### config.mk
export PLATFORM = sky130hd
export DESIGN_NAME = i2c_xfer_seq
export DESIGN_NICKNAME = d
export VERILOG_FILES = /design/src/rtl/i2c_xfer_seq.sv
export SDC_FILE = /design/constraint.sdc
export NUM_CORES = 1
export LEC_CHECK = 0
export BUFFER_PORTS_ARGS = -buffer_cell sky130_fd_sc_hd__buf_2
export CAP_MARGIN = 0
export CORE_ASPECT_RATIO = 0.9
export CORE_MARGIN = 8
export CORE_UTILIZATION = 53
export DETAILED_ROUTE_END_ITERATION = 16
export PLACE_DENSITY = 0.78
export SETUP_SLACK_MARGIN = 0.4
export SLEW_MARGIN = 20
export SYNTH_ARGS = -nofsm -noshare
export SYNTH_HDL_FRONTEND = slang
export SYNTH_SLANG_ARGS = --single-unit
### constraint.sdc
create_clock -name clk -period 2.4 [get_ports clk]
set_input_delay 0.12 -clock clk [delete_from_list [all_inputs] [get_ports clk]]
set_output_delay 0.12 -clock clk [all_outputs]
set_load 0.01 [all_outputs]
### src/rtl/i2c_xfer_seq.sv
// Burst sequencer in front of a single-byte I2C master: turns one host command into a
// counted run of master byte transfers, with write-byte prefetch and completion status.
module i2c_xfer_seq #(
  parameter int LEN_W = 4
) (
  input  logic             clk,
  input  logic             reset,
  input  logic             start,
  input  logic             rd_wrt,
  input  logic [6:0]       dev_addr,
  input  logic [LEN_W-1:0] len,
  input  logic [7:0]       wr_data,
  input  logic             wr_valid,
  output logic             wr_req,
  output logic [7:0]       rd_data,
  output logic             rd_valid,
  output logic             busy,
  output logic             done,
  output logic             underrun,
  output logic [LEN_W-1:0] byte_cnt,
  output logic             err,
  output logic             m_ena,
  output logic             m_rd_wrt,
  output logic [6:0]       m_addr,
  output logic [7:0]       m_data_wrt,
  input  logic [7:0]       m_data_rd,
  input  logic             m_busy,
  input  logic             m_err
);

  typedef enum logic [2:0] {
    S_IDLE, S_FETCH0, S_LAUNCH, S_XFER, S_CONT, S_FAULT
  } state_t;

  state_t           state_reg;
  logic [LEN_W-1:0] remaining_reg;
  logic [7:0]       next_reg;
  logic             have_next;
  logic             m_busy_d;

  logic rise, fall, got_byte, want_next;

  assign rise      = m_busy & ~m_busy_d;
  assign fall      = ~m_busy & m_busy_d;
  // wr_req is only ever raised while a byte is wanted, so a handshake here is always a capture.
  assign got_byte  = wr_req & wr_valid;
  assign want_next = ~m_rd_wrt & (remaining_reg > LEN_W'(1)) & ~have_next;

  always_ff @(posedge clk or negedge reset) begin
    if (!reset) begin
      state_reg     <= S_IDLE;
      remaining_reg <= '0;
      next_reg      <= '0;
      have_next     <= 1'b0;
      m_busy_d      <= 1'b0;
      wr_req        <= 1'b0;
      rd_data       <= '0;
      rd_valid      <= 1'b0;
      busy          <= 1'b0;
      done          <= 1'b0;
      underrun      <= 1'b0;
      byte_cnt      <= '0;
      err           <= 1'b0;
      m_ena         <= 1'b0;
      m_rd_wrt      <= 1'b0;
      m_addr        <= '0;
      m_data_wrt    <= '0;
    end else begin
      m_busy_d <= m_busy;
      done     <= 1'b0;
      rd_valid <= 1'b0;
      if (m_err && state_reg != S_IDLE && state_reg != S_FAULT) begin
        state_reg <= S_FAULT;
        err       <= 1'b1;
        done      <= 1'b1;
        busy      <= 1'b0;
        m_ena     <= 1'b0;
        wr_req    <= 1'b0;
      end else begin
        case (state_reg)
          S_IDLE: begin
            busy   <= 1'b0;
            m_ena  <= 1'b0;
            wr_req <= 1'b0;
            if (start && len != '0 && !err) begin
              m_addr        <= dev_addr;
              m_rd_wrt      <= rd_wrt;
              remaining_reg <= len;
              byte_cnt      <= '0;
              underrun      <= 1'b0;
              have_next     <= 1'b0;
              busy          <= 1'b1;
              if (rd_wrt) begin
                m_ena     <= 1'b1;
                state_reg <= S_LAUNCH;
              end else begin
                wr_req    <= 1'b1;
                state_reg <= S_FETCH0;
              end
            end
          end
          S_FETCH0: begin
            if (got_byte) begin
              m_data_wrt <= wr_data;
              wr_req     <= 1'b0;
              m_ena      <= 1'b1;
              state_reg  <= S_LAUNCH;
            end else begin
              wr_req <= 1'b1;
            end
          end
          // Shared by first launch and continuation: hold ena until the master picks it up,
          // which also rides out a previous burst's stop phase.
          S_LAUNCH, S_CONT: begin
            m_ena <= 1'b1;
            if (rise) begin
              m_ena     <= 1'b0;
              state_reg <= S_XFER;
            end
          end
          S_XFER: begin
            m_ena <= 1'b0;
            if (fall) begin
              remaining_reg <= remaining_reg - LEN_W'(1);
              byte_cnt      <= byte_cnt + LEN_W'(1);
              wr_req        <= 1'b0;
              if (m_rd_wrt) begin
                rd_data  <= m_data_rd;
                rd_valid <= 1'b1;
              end
              if (remaining_reg == LEN_W'(1)) begin
                done      <= 1'b1;
                busy      <= 1'b0;
                state_reg <= S_IDLE;
              end else if (!m_rd_wrt && !have_next && !got_byte) begin
                underrun  <= 1'b1;
                done      <= 1'b1;
                busy      <= 1'b0;
                state_reg <= S_IDLE;
              end else begin
                m_ena     <= 1'b1;
                have_next <= 1'b0;
                if (!m_rd_wrt) m_data_wrt <= got_byte ? wr_data : next_reg;
                state_reg <= S_CONT;
              end
            end else if (got_byte) begin
              next_reg  <= wr_data;
              have_next <= 1'b1;
              wr_req    <= 1'b0;
            end else if (want_next) begin
              wr_req <= 1'b1;
            end
          end
          S_FAULT: begin
            busy   <= 1'b0;
            m_ena  <= 1'b0;
            wr_req <= 1'b0;
          end
          default: state_reg <= S_IDLE;
        endcase
      end
    end
  end

endmodule

# Yosys cells after proc, flatten, opt, wreduce, memory -nomap -nowiden
# Index checks and enable logic that the tools add are counted.
totals:
  n_memories: 0
  output_inout_bits: 35
  wordCells: 148
  input_bits: 34
  latchBits: 0
  rom_bits: 0
  mem_bits_rw: 0
  ff_bits: 52
op_classes:
  n_shift: 0
  n_reduce_logical: 30
  n_mux: 63
  n_lt_le_gt_ge: 1
  multipliers: 0
  n_div: 0
  add_sub_neg: 2
  bitwise: 11
  eq_ne: 24
ops:
  columns: ["operator", "count"]
  rows:
  - ["$mux 8", 6]
  - ["$mux 1", 36]
  - ["$ne 3x3->1 const B", 8]
  - ["$mux 3", 7]
  - ["$mux 4", 4]
  - ["$ne 2x2->1 const B", 8]
  - ["$pmux 4 s2", 2]
  - ["$pmux 8 s2", 1]
  - ["$pmux 3 s5", 1]
  - ["$reduce_and 6->1", 2]
  - ["$reduce_and 3->1", 3]
  - ["$reduce_and 4->1", 2]
  - ["$reduce_bool 4->1", 2]
  - ["$reduce_and 7->1", 1]
  - ["$eq 3x2->1 const B", 2]
  - ["$eq 3x3->1 const B", 2]
  - ["$logic_and 1x1->1", 6]
  - ["$not 1->1", 6]
  - ["$reduce_bool 6->1", 1]
  - ["$and 1x1->1", 5]
  - ["$ne 5x5->1 const B", 1]
  - ["$pmux 1 s5", 1]
  - ["$reduce_and 5->1", 1]
  - ["$reduce_bool 5->1", 1]
  - ["16 further kinds", 22]

# Depth between registers and ports, before layout
# Gate-level depths: netlist of the first run.
logic_depth:
  word_depth: 8
  depth_mapped: 7
  depth_no_buf: 6

# Worst setup path before layout of the first run
# Ideal clock, no wire load.
synth_timing:
  kind: "flip-flop to flip-flop"
  start: "register remaining_reg[0]"
  end: "register m_data_wrt[0]"
  path_slack_ps: 715
  t_required_ps: 2275
  setup_ps: 125
  n_path_buf: 0
  stages_incl_launch_ff: 5
  t_arrival_ps: 1560
  synth_period_minus_slack_ps: 1685
  cell_sequence: "dfrtp_1 > ha_1 > a22oi_1 > o2111ai_4 > mux2_2"
synth_via:
  elab_chain_cells: 3
synth_lines:
  columns: ["item", "line_no", "rtl"]
  rows:
  - ["from (decl)", "36", "logic [LEN_W-1:0] remaining_reg;"]
  - ["from (signal assigned)", "88", "remaining_reg <= len;"]
  - ["from (signal assigned)", "124", "remaining_reg <= remaining_reg - LEN_W'(1);"]
  - ["$eq 4x1->1", "131", "if (remaining_reg == LEN_W'(1)) begin"]
  - ["$ne 2x2->1 (no line)", null, null]
  - ["$reduce_and 7->1 (no line)", null, null]
  - ["to (signal assigned)", "104", "m_data_wrt <= wr_data;"]
  - ["to (signal assigned)", "143", "if (!m_rd_wrt) m_data_wrt <= got_byte ? wr_data : next_reg;"]
  - ["to (decl)", "25", "output logic [7:0] m_data_wrt,"]
# Every way passes these cells.
# A chain may end at the register's enable or synchronous reset.

# Worst setup path after layout of the first run
layout_timing:
  start: "register state_reg[2]"
  end: "register m_data_wrt[4]"
layout_via:
  elab_chain_cells: 5
  word_cells_on_any_way: 15
  cone_classes: "8 x eq/ne; 1 x mux; 1 x bitwise; 5 x reduce/logical"
layout_lines:
  columns: ["item", "line_no", "rtl"]
  rows:
  - ["from (decl)", "35", "state_t state_reg;"]
  - ["from (signal assigned)", "51", "state_reg <= S_IDLE;"]
  - ["from (signal assigned)", "73", "state_reg <= S_FAULT;"]
  - ["from (signal assigned)", "95", "state_reg <= S_LAUNCH;"]
  - ["parallel branches: the longest is 5 deep, another holds $reduce_and 7->1", null, null]
# Several ways; the timed one is not identified.

==> flow_metrics.env, run 1 <==
export IMPL_status="finished, violations left"
export IMPL_violations="negative hold slack"
export IMPL_hold_path_class="input port to flop"
export IMPL_synth_area_leaders="dfrtp_1 49%, mux2_2 14%, nand2_1 4.9%"
export IMPL_cts_buffers=5
export IMPL_grt_pass1_vias=2244
export IMPL_drive_above_1_share=0.406
export IMPL_fin_crit_sh=0.784
export IMPL_finalHoldViolations=2
export IMPL_io_buffers=68
export IMPL_finalSetupTns_ps=0
export IMPL_slew_headroom=0.711
export IMPL_drv_slew=0
export IMPL_synth_area_leader_cell="dfrtp_1"
export IMPL_cts_max_level=2
export IMPL_p_seq_frac=0.508
export IMPL_drt_wirelength_per_cell_um=17.2
export IMPL_max_clock_path_buffers=2
export IMPL_dr_max_layer_used="met4"
export IMPL_track_usage=0.178
export IMPL_ys_types=57
export IMPL_vias_per_cell=5.57
export IMPL_multi_input_area_um2=1270
export IMPL_vias=2171
export IMPL_synth_nets=285
export IMPL_async_flop_share=1.00
export IMPL_comb_power_share=0.089
export IMPL_cellPowerDensity_nw_per_um2=555
export IMPL_gp_congestion=0.914
export IMPL_netlist_instances=248
export IMPL_path_cells="buf_4, inv_1, nand2_1, o21a_2, o2111ai_4, mux2_2"
export IMPL_cts_root_buf="clkbuf_8"
export IMPL_cp_required_ps=2600
export IMPL_ys_flop_type="dfrtp_1"
export IMPL_io_pin_count=69
export IMPL_slowest_stage="dfrtp_2"
export IMPL_seq_area_um2=1300
export IMPL_drt_iter0_markers=173
export IMPL_clk_latency_ps=310
export IMPL_grt_max_degree=22
export IMPL_cts_tree="built"
export IMPL_die_w_um=90.8
export IMPL_p_leak_uw=0.00168
export IMPL_synth_most_common_cell="dfrtp_1"
export IMPL_die_height_um=83.3
export IMPL_start_util=0.552
export IMPL_endpoint_kind="flop"
export IMPL_met1_length_um=3010
export IMPL_ys_ff_latch=52
export IMPL_postCtsSetupRepairBufs=0
export IMPL_crit_fanout=10
export IMPL_grt_pass1_wl_um=11000
export IMPL_rsz0062_at_grt="false"
export IMPL_setup_viol=0
export IMPL_fin_hold_ws_ps=-3.44
export IMPL_finalPower_uw=1810
export IMPL_clock_sinks=52
export IMPL_crit_path_max_incr_delay_ps=510
export IMPL_p_int_uw=1390
export IMPL_synth_top_area_frac=0.488
export IMPL_power_frac_clock=0.403
export IMPL_ir_drop_mv=0.409
export IMPL_finalNetCount=361
export IMPL_ys_warn_count=0
export IMPL_rows=24
export IMPL_n_antenna_cell=0
export IMPL_antenna_found_initial=0
export IMPL_wl_met3_um=430
export IMPL_critical_path_class="flop to flop"
export IMPL_synth_edf_count=0
export IMPL_min_period_ps=1880
export IMPL_start_kind="flop"
export IMPL_dr_wl_met2_um=3190
export IMPL_drc=0
export IMPL_core_area_um2=4830
export IMPL_clkTransAtPathRegs_ps=100
export IMPL_die_area_um2=7560
export IMPL_synth_seq_area_share=0.488
export IMPL_drt_wl_total_um=6710
export IMPL_max_cap_violations=0
export IMPL_fmax_ghz=0.531
export IMPL_ys_top_cells_by_count="52 x dfrtp_1, 35 x nand2_1, 33 x mux2_2"
export IMPL_place_detailed_hpwl_um=5030
export IMPL_cpLargestDelayFamily="flip-flops"
export IMPL_p_sw_uw=419
export IMPL_synthesis_area_um2=2670
export IMPL_switching_share=0.231
export IMPL_fin_skew_ps=8.16
export IMPL_area_growth_pct=22.3
export IMPL_overflow=0
export IMPL_critPathArrivalTime_ps=2080
export IMPL_drtAntennaViolNets=0
export IMPL_path_buf_inv=2
export IMPL_n_fill_cell=388
export IMPL_drtPass1Iterations=4
export IMPL_postSynthAreaPerCell_um2=10.8
export IMPL_worst_pin_slew_ps=422
-- worst paths after layout --
path | start | endpoint | slack, ps | cells past startpoint
min in group asynchronous | reset | m_data_wrt[2]$_DFFE_PN0P_ | 260 | 2
setup / recovery | state_reg[2]$_DFFE_PN0P_ | m_data_wrt[4]$_DFFE_PN0P_ | 520 | 6
hold / removal | dev_addr[4] | m_addr[4]$_DFFE_PN0P_ | -3 | 3
max in group asynchronous | reset | rd_data[7]$_DFFE_PN0P_ | 1520 | 3
hold reg to reg | m_addr[1]$_DFFE_PN0P_ | m_addr[1]$_DFFE_PN0P_ | 480 | 2
setup reg to reg | state_reg[2]$_DFFE_PN0P_ | m_data_wrt[4]$_DFFE_PN0P_ | 520 | 6
-- stage by stage --
stage,hold slack (ps),cells,utilization,instance area [um^2],setup WS [ps]
after detailed placement,71.1,378,0.636,3080,417
after global routing,8.83,390,0.674,3260,415
after floorplan,-176,248,-,2670,715
after CTS,0.635,389,0.671,3250,446
after global placement,72.9,378,0.636,3080,406
final,-3.44,390,0.674,3260,517
-- final cells by class --
type | count | share of cell area
clock buffers | 5 | 0.0211
well taps | 65 | 0.0249
clock inverters | 3 | 0.0211
inverters | 7 | 0.00806
flip-flops and latches | 52 | 0.400
multi-input cells | 178 | 0.390
repair buffers | 80 | 0.135
-- power by group through the flow --
stage | Combinational, uW | Sequential [uW] | Clock, uW
3_3_place_gp | 153 | 936 | 0
5_1_grt | 180 | 923 | 770
2_1_floorplan | 54.4 | 944 | 0
6_report | 161 | 920 | 730
4_1_cts | 161 | 919 | 732
3_5_place_dp | 157 | 936 | 0
-- routing by layer --
layer  GRT usage  vias to the layer above
met3      0.0504                       12
met4      0.0468                        0
met2       0.294                       77
met5           0                        -
met1       0.223                     1043
li1            -                     1039
-- worst reg2reg max path, stage by stage (launching register included) --
cell and delay [ps]:
dfrtp_2 510, buf_4 200, inv_1 130, nand2_1 120
o21a_2 260, o2111ai_4 170, mux2_2 380
-- placed cells by master, fill, tap and decap left out, types with 2 or more instances in the layout --
cell type / instances
a21oi_1: 14
dfrtp_2: 2
and2_1: 3
inv_1: 7
nand3_1: 3
nor2_1: 13
nand4_1: 2
mux2i_1: 3
dfrtp_1: 50
o21ai_0: 11
buf_4: 8
nor3_1: 4
nor4_1: 2
nor2b_1: 5
clkbuf_8: 5
nand2b_1: 3
xor2_1: 2
buf_2: 68
bufinv_16: 2
and2b_1: 2
mux2_2: 33
nand2_2: 2
nand2_1: 35
o31ai_1: 3
a31oi_1: 2
ha_1: 3
dlygate4sd3_1: 4
-- cell families after synthesis --
family,count (synthesis),synth area share
xor gates and xnor gates,2,0.00657
buffers and inverters,18,0.0366
and+or+nand+nor,85,0.163
muxes,36,0.151
adders and majority gates,4,0.0178
DFF,52,0.488
AOI/OAI and AO/OA,51,0.137
-- what timing repair did --
action,CTS,global route
gates resized for setup,1,3
hold buffers,3,1
gates cloned,0,0
setup endpoints to repair,1,11
endpoints found under the hold margin,19,1
pin swaps,0,0
Note: power is estimated with default switching activity, not from simulation.
==> run 2: changes to the inputs <==
CORE_UTILIZATION = 48   (was 53)
PLACE_DENSITY = 0.74   (was 0.78)
clock period = 1.5 ns   (was 2.4 ns; I/O delays follow)
==> run 2 against run 1 <==
  * The flow finishes with violations (negative setup slack)
  * Die area up 8.5%
  * Clock skew about the same
  * Sequential share of layout area down 9.6 points
  * Total power up 67%
  * Setup slack worse by 820 ps
  * Hold slack better by 9.2 ps
  * Sequential power up 60%
  * Critical path type unchanged
  * Largest cell class is now multi-input gates
==> flow_metrics.env, run 2 (synthesis gave the netlist of run 1 again) <==
export IMPL_fmax_ghz=0.555
export IMPL_die_w_um=94.6
export IMPL_layout_common_cells="68 x buf_2, 50 x dfrtp_1, 50 x buf_4"
export IMPL_clock_sinks=52
export IMPL_start_util=0.501
export IMPL_cts_root_buf="clkbuf_8"
export IMPL_n_antenna_cell=0
export IMPL_cts_tree="built"
export IMPL_max_clock_path_buffers=2
export IMPL_n_fill_cell=327
export IMPL_cp_required_ps=1710
export IMPL_finalHoldViolations=0
export IMPL_worst_pin_slew_ps=638
export IMPL_final_util=0.807
export IMPL_io_buffers=68
export IMPL_grt_pass1_vias=2671
export IMPL_drv_slew=0
export IMPL_p_int_uw=2300
export IMPL_critical_path_class="flop to flop"
export IMPL_finalNetCount=442
export IMPL_place_detailed_hpwl_um=5760
export IMPL_drt_wl_total_um=9180
export IMPL_final_common_cell="buf_2"
export IMPL_cts_max_level=2
export IMPL_fin_crit_sh=1.20
export IMPL_p_sw_uw=727
export IMPL_hold_path_class="input port to flop"
export IMPL_rows=25
export IMPL_grt_pass1_wl_um=13700
export IMPL_drt_iter0_markers=212
export IMPL_fin_skew_ps=8.27
export IMPL_power_frac_clock=0.391
export IMPL_setup_viol=47
export IMPL_grt_busiest_layer="met2"
export IMPL_clk_latency_ps=310
export IMPL_drtAntennaViolNets=0
export IMPL_crit_fanout=5
export IMPL_gp_congestion=0.897
export IMPL_clkTransAtPathRegs_ps=100
export IMPL_track_usage=0.211
export IMPL_comb_power_share=0.122
export IMPL_p_seq_frac=0.487
export IMPL_grt_use_met2=0.337
export IMPL_critPathArrivalTime_ps=2010
export IMPL_fin_ws_ps=-302
export IMPL_slew_headroom=0.569
export IMPL_vias_per_cell=5.61
export IMPL_area_growth_pct=61.0
export IMPL_overflow=0
export IMPL_start_kind="flop"
export IMPL_status="finished, violations left"
export IMPL_endpoint_kind="flop"
export IMPL_seq_area_um2=1300
export IMPL_grt_util_met1=0.277
export IMPL_drt_wirelength_per_cell_um=19.4
export IMPL_core_area_um2=5320
export IMPL_io_pin_count=69
export IMPL_cellPowerDensity_nw_per_um2=704
export IMPL_drtPass1Iterations=4
export IMPL_rsz0062_at_grt="true"
export IMPL_cts_buffers=5
export IMPL_antenna_found_initial=0
export IMPL_drc=0
export IMPL_max_cap_violations=0
export IMPL_grt_max_degree=38
export IMPL_die_area_um2=8200
export IMPL_ir_drop_mv=0.547
export IMPL_dp_worst_setup_slack_ps=-310
export IMPL_multi_input_area_um2=1570
export IMPL_gr_usage_met3=0.0630
export IMPL_min_period_ps=1800
export IMPL_p_leak_uw=0.00221
export IMPL_die_height_um=86.7
export IMPL_switching_share=0.241
export IMPL_vias=2653
export IMPL_violations="negative setup slack"
export IMPL_drive_above_1_share=0.584
-- run 2: cell type report --
type	instances	share of cell area
clock inverter	3	0.0160
inverter	7	0.00612
timing repair buffer	159	0.273
clock buffer	5	0.0160
multi-input combinational	180	0.365
tap	67	0.0195
sequential	52	0.304
-- run 2: power by group through the flow --
| stage | Sequential, uW | Clock, uW | Combinational, uW |
|---|---|---|---|
| 2_1_floorplan | 1510 | 0 | 89.4 |
| 6_report | 1470 | 1180 | 369 |
| 3_3_place_gp | 1490 | 0 | 289 |
| 5_1_grt | 1480 | 1260 | 397 |
| 3_5_place_dp | 1490 | 0 | 296 |
| 4_1_cts | 1470 | 1180 | 345 |
-- run 2: path summary, 6_finish.rpt --
path / start / end / slack (ps) / cells after the start
min reg2reg: m_addr[4]$_DFFE_PN0P_ / m_addr[4]$_DFFE_PN0P_ / 480 / 2
min: wr_data[2] / next_reg[2]$_DFFE_PN0P_ / 6 / 2
max in group asynchronous: reset / rd_data[7]$_DFFE_PN0P_ / 730 / 3
max reg2reg: state_reg[0]$_DFFE_PN0P_ / m_addr[0]$_DFFE_PN0P_ / -300 / 8
min in group asynchronous: reset / m_ena$_DFFE_PN0P_ / 230 / 2
max: state_reg[0]$_DFFE_PN0P_ / m_addr[0]$_DFFE_PN0P_ / -300 / 8
-- run 2: stage by stage --
stage	power (uW)	TNS, ps	std cells	hold WS [ps]	cell area [um^2]
after floorplan	1600	-1120	248	-221	2760
after global placement	1780	-4070	422	39.3	3470
after detailed placement	1790	-5770	422	34.9	3470
after CTS	3000	-4390	458	0.931	4040
after global routing	3130	-11610	473	5.14	4290
final	3020	-9790	473	5.75	4290
-- run 2: metal layers --
layer  vias up  part of all wire
li1       1201                 -
met1      1321              0.42
met2       106              0.49
met3        25             0.062
met4         0             0.026
met5         -                 0
-- run 2: timing repair --
item	CTS	global route
endpoints found under the hold margin	29	3
setup endpoints to repair	51	53
resized for setup	62	25
hold buffers	15	3
pin swaps	10	15
gates cloned	2	1
setup buffers	11	11
-- run 2: worst max-delay path, stage by stage, from the launching register on --
cell and delay, ps:
dfrtp_2 470, buf_12 150, buf_6 100, or3b_4 420, nor2_4 180, buf_4 140, nand2_2 90, nand2_1 90
nand2_1 60
==> run 3: changes to the inputs <==
BUFFER_PORTS_ARGS = default   (was -buffer_cell sky130_fd_sc_hd__buf_2)
CORE_UTILIZATION = 57   (was 48)
CTS_CLUSTER_DIAMETER = 50   (was default)
DONT_BUFFER_PORTS = 1   (was default)
PLACE_DENSITY = 0.73   (was 0.74)
==> run 3 against run 2 <==
  * The flow finishes with violations (negative hold slack, negative setup slack)
  * First-iteration DRC count increased by 87%
  * Clock-buffer cell count is 1 higher
  * Hold slack lost 580 ps
  * Critical path depth is 4 lower
  * Utilization increased by 12 points
  * Sequential power about the same
  * Total power fell by 5.2%
  * Fmax is 6.7% lower
  * Largest power group unchanged
==> flow_metrics.env, run 3 (synthesis gave the netlist of run 1 again) <==
export IMPL_cellPowerDensity_nw_per_um2=692
export IMPL_cts_max_level=2
export IMPL_max_cap_violations=0
export IMPL_dp_worst_setup_slack_ps=-265
export IMPL_start_util=0.594
export IMPL_n_fill_cell=141
export IMPL_grt_pass1_wl_um=14900
export IMPL_track_usage=0.277
export IMPL_antenna_found_initial=1
export IMPL_clk_latency_ps=320
export IMPL_critPathArrivalTime_ps=2130
export IMPL_rows=23
export IMPL_overflow=0
export IMPL_worst_pin_slew_ps=551
export IMPL_r2r_cells=4
export IMPL_p_seq_frac=0.522
export IMPL_max_clock_path_buffers=2
export IMPL_start_kind="flop"
export IMPL_drt_wirelength_per_cell_um=30.9
export IMPL_finalHoldViolations=52
export IMPL_die_area_um2=7130
export IMPL_clock_sinks=52
export IMPL_finalNetCount=382
export IMPL_drt_wl_total_um=12600
export IMPL_die_w_um=88.1
export IMPL_placed_area_um2=3100
export IMPL_gp_congestion=0.898
export IMPL_clkTransAtPathRegs_ps=120
export IMPL_fin_crit_sh=1.29
export IMPL_final_cell_area_um2=4140
export IMPL_place_detailed_hpwl_um=5070
export IMPL_grt_pass1_vias=2718
export IMPL_p_int_uw=2110
export IMPL_hold_buffers=28
export IMPL_vias=2854
export IMPL_rrSetupSlack_ps=-430
export IMPL_drt_iter0_markers=397
export IMPL_cp_required_ps=1700
export IMPL_grt_max_degree=53
export IMPL_rsz0062_at_grt="true"
export IMPL_p_sw_uw=758
export IMPL_status="finished, violations left"
export IMPL_hold_path_class="input port to asynchronous set/reset pin"
export IMPL_vias_per_cell=7.00
export IMPL_die_height_um=80.9
export IMPL_area_growth_pct=55.4
export IMPL_io_pin_count=69
export IMPL_drc=0
export IMPL_drv_slew=0
export IMPL_setup_viol=50
export IMPL_multi_input_area_um2=1740
export IMPL_cts_root_buf="clkbuf_8"
export IMPL_n_antenna_cell=0
export IMPL_fin_hold_ws_ps=-573
export IMPL_fin_ws_ps=-433
export IMPL_endpoint_kind="flop"
export IMPL_cts_tree="built"
export IMPL_min_period_ps=1930
export IMPL_final_common_cell="buf_4"
export IMPL_fmax_ghz=0.517
export IMPL_critical_path_class="flop to flop"
export IMPL_crit_fanout=8
export IMPL_violations="negative hold slack, negative setup slack"
export IMPL_drtAntennaViolNets=0
export IMPL_drtPass1Iterations=8
export IMPL_layout_common_cells="55 x buf_4, 50 x dfrtp_1, 28 x dlygate4sd3_1"
export IMPL_power_frac_clock=0.370
export IMPL_seq_area_um2=1300
export IMPL_ir_drop_mv=0.891
export IMPL_cts_buffers=5
export IMPL_io_buffers=0
export IMPL_fin_skew_ps=15.8
export IMPL_p_leak_uw=0.00199
export IMPL_drive_above_1_share=0.535
export IMPL_switching_share=0.265
export IMPL_slew_headroom=0.630
export IMPL_comb_power_share=0.108
export IMPL_core_area_um2=4490
## run 3: worst paths after layout
path,startpoint,to
min,reset,m_addr[2]$_DFFE_PN0P_
max reg2reg,state_reg[1]$_DFFE_PN0P_,m_data_wrt[1]$_DFFE_PN0P_
max in group asynchronous,reset,m_data_wrt[1]$_DFFE_PN0P_
max,state_reg[1]$_DFFE_PN0P_,m_data_wrt[1]$_DFFE_PN0P_
min in group clk,m_err,err$_DFFE_PN0P_
min reg2reg,next_reg[6]$_DFFE_PN0P_,next_reg[6]$_DFFE_PN0P_
## run 3: final cells by class
type | count | share of cell area
clock inverters | 2 | 0.00936
multi-input cells | 181 | 0.421
well taps | 62 | 0.0187
flip-flops and latches | 52 | 0.315
repair buffers | 98 | 0.212
clock buffers | 6 | 0.0175
inverters | 7 | 0.00695
## run 3: metal layers
metal | part of all wire | vias to the layer above | GRT usage | wire (um)
li1 | - | 1087 | - | -
met1 | 0.33 | 1337 | 0.311 | 4130
met2 | 0.46 | 312 | 0.458 | 5800
met3 | 0.14 | 116 | 0.0857 | 1730
met4 | 0.074 | 2 | 0.169 | 935
met5 | 0.0010 | - | 0 | 13
## run 3: worst max-delay path, stage by stage, from the launching register on
cell and delay, ps:
dfrtp_2 490, buf_4 240, mux2i_1 380, o2111ai_4 310
mux2_2 380
## run 3: per-stage QoR
step	total power [uW]	instances	TNS, ps	hold WS [ps]	util
after CTS	2740	398	-3530	-562	0.857
after floorplan	1600	248	-1120	-221	-
after detailed placement	1680	348	-4680	-219	0.690
final	2870	408	-12670	-573	0.923
after global routing	2920	408	-13610	-593	0.923
after global placement	1670	348	-4000	-219	0.690
## run 3: timing repair
action                                  4_1_cts  5_1_grt
hold endpoints to repair                     81       52
resized for setup                            71       47
endpoints found under the setup margin       51       52
pin swaps                                    17       21
setup buffers                                11        9
cloned                                        3        1
## run 3: power by group through the flow
stage,sequential (uW),clock [uW],combinational (uW)
5_1_grt,1500,1100,318
3_3_place_gp,1510,0,161
4_1_cts,1490,997,257
3_5_place_dp,1510,0,164
2_1_floorplan,1510,0,89.4
6_report,1500,1060,308
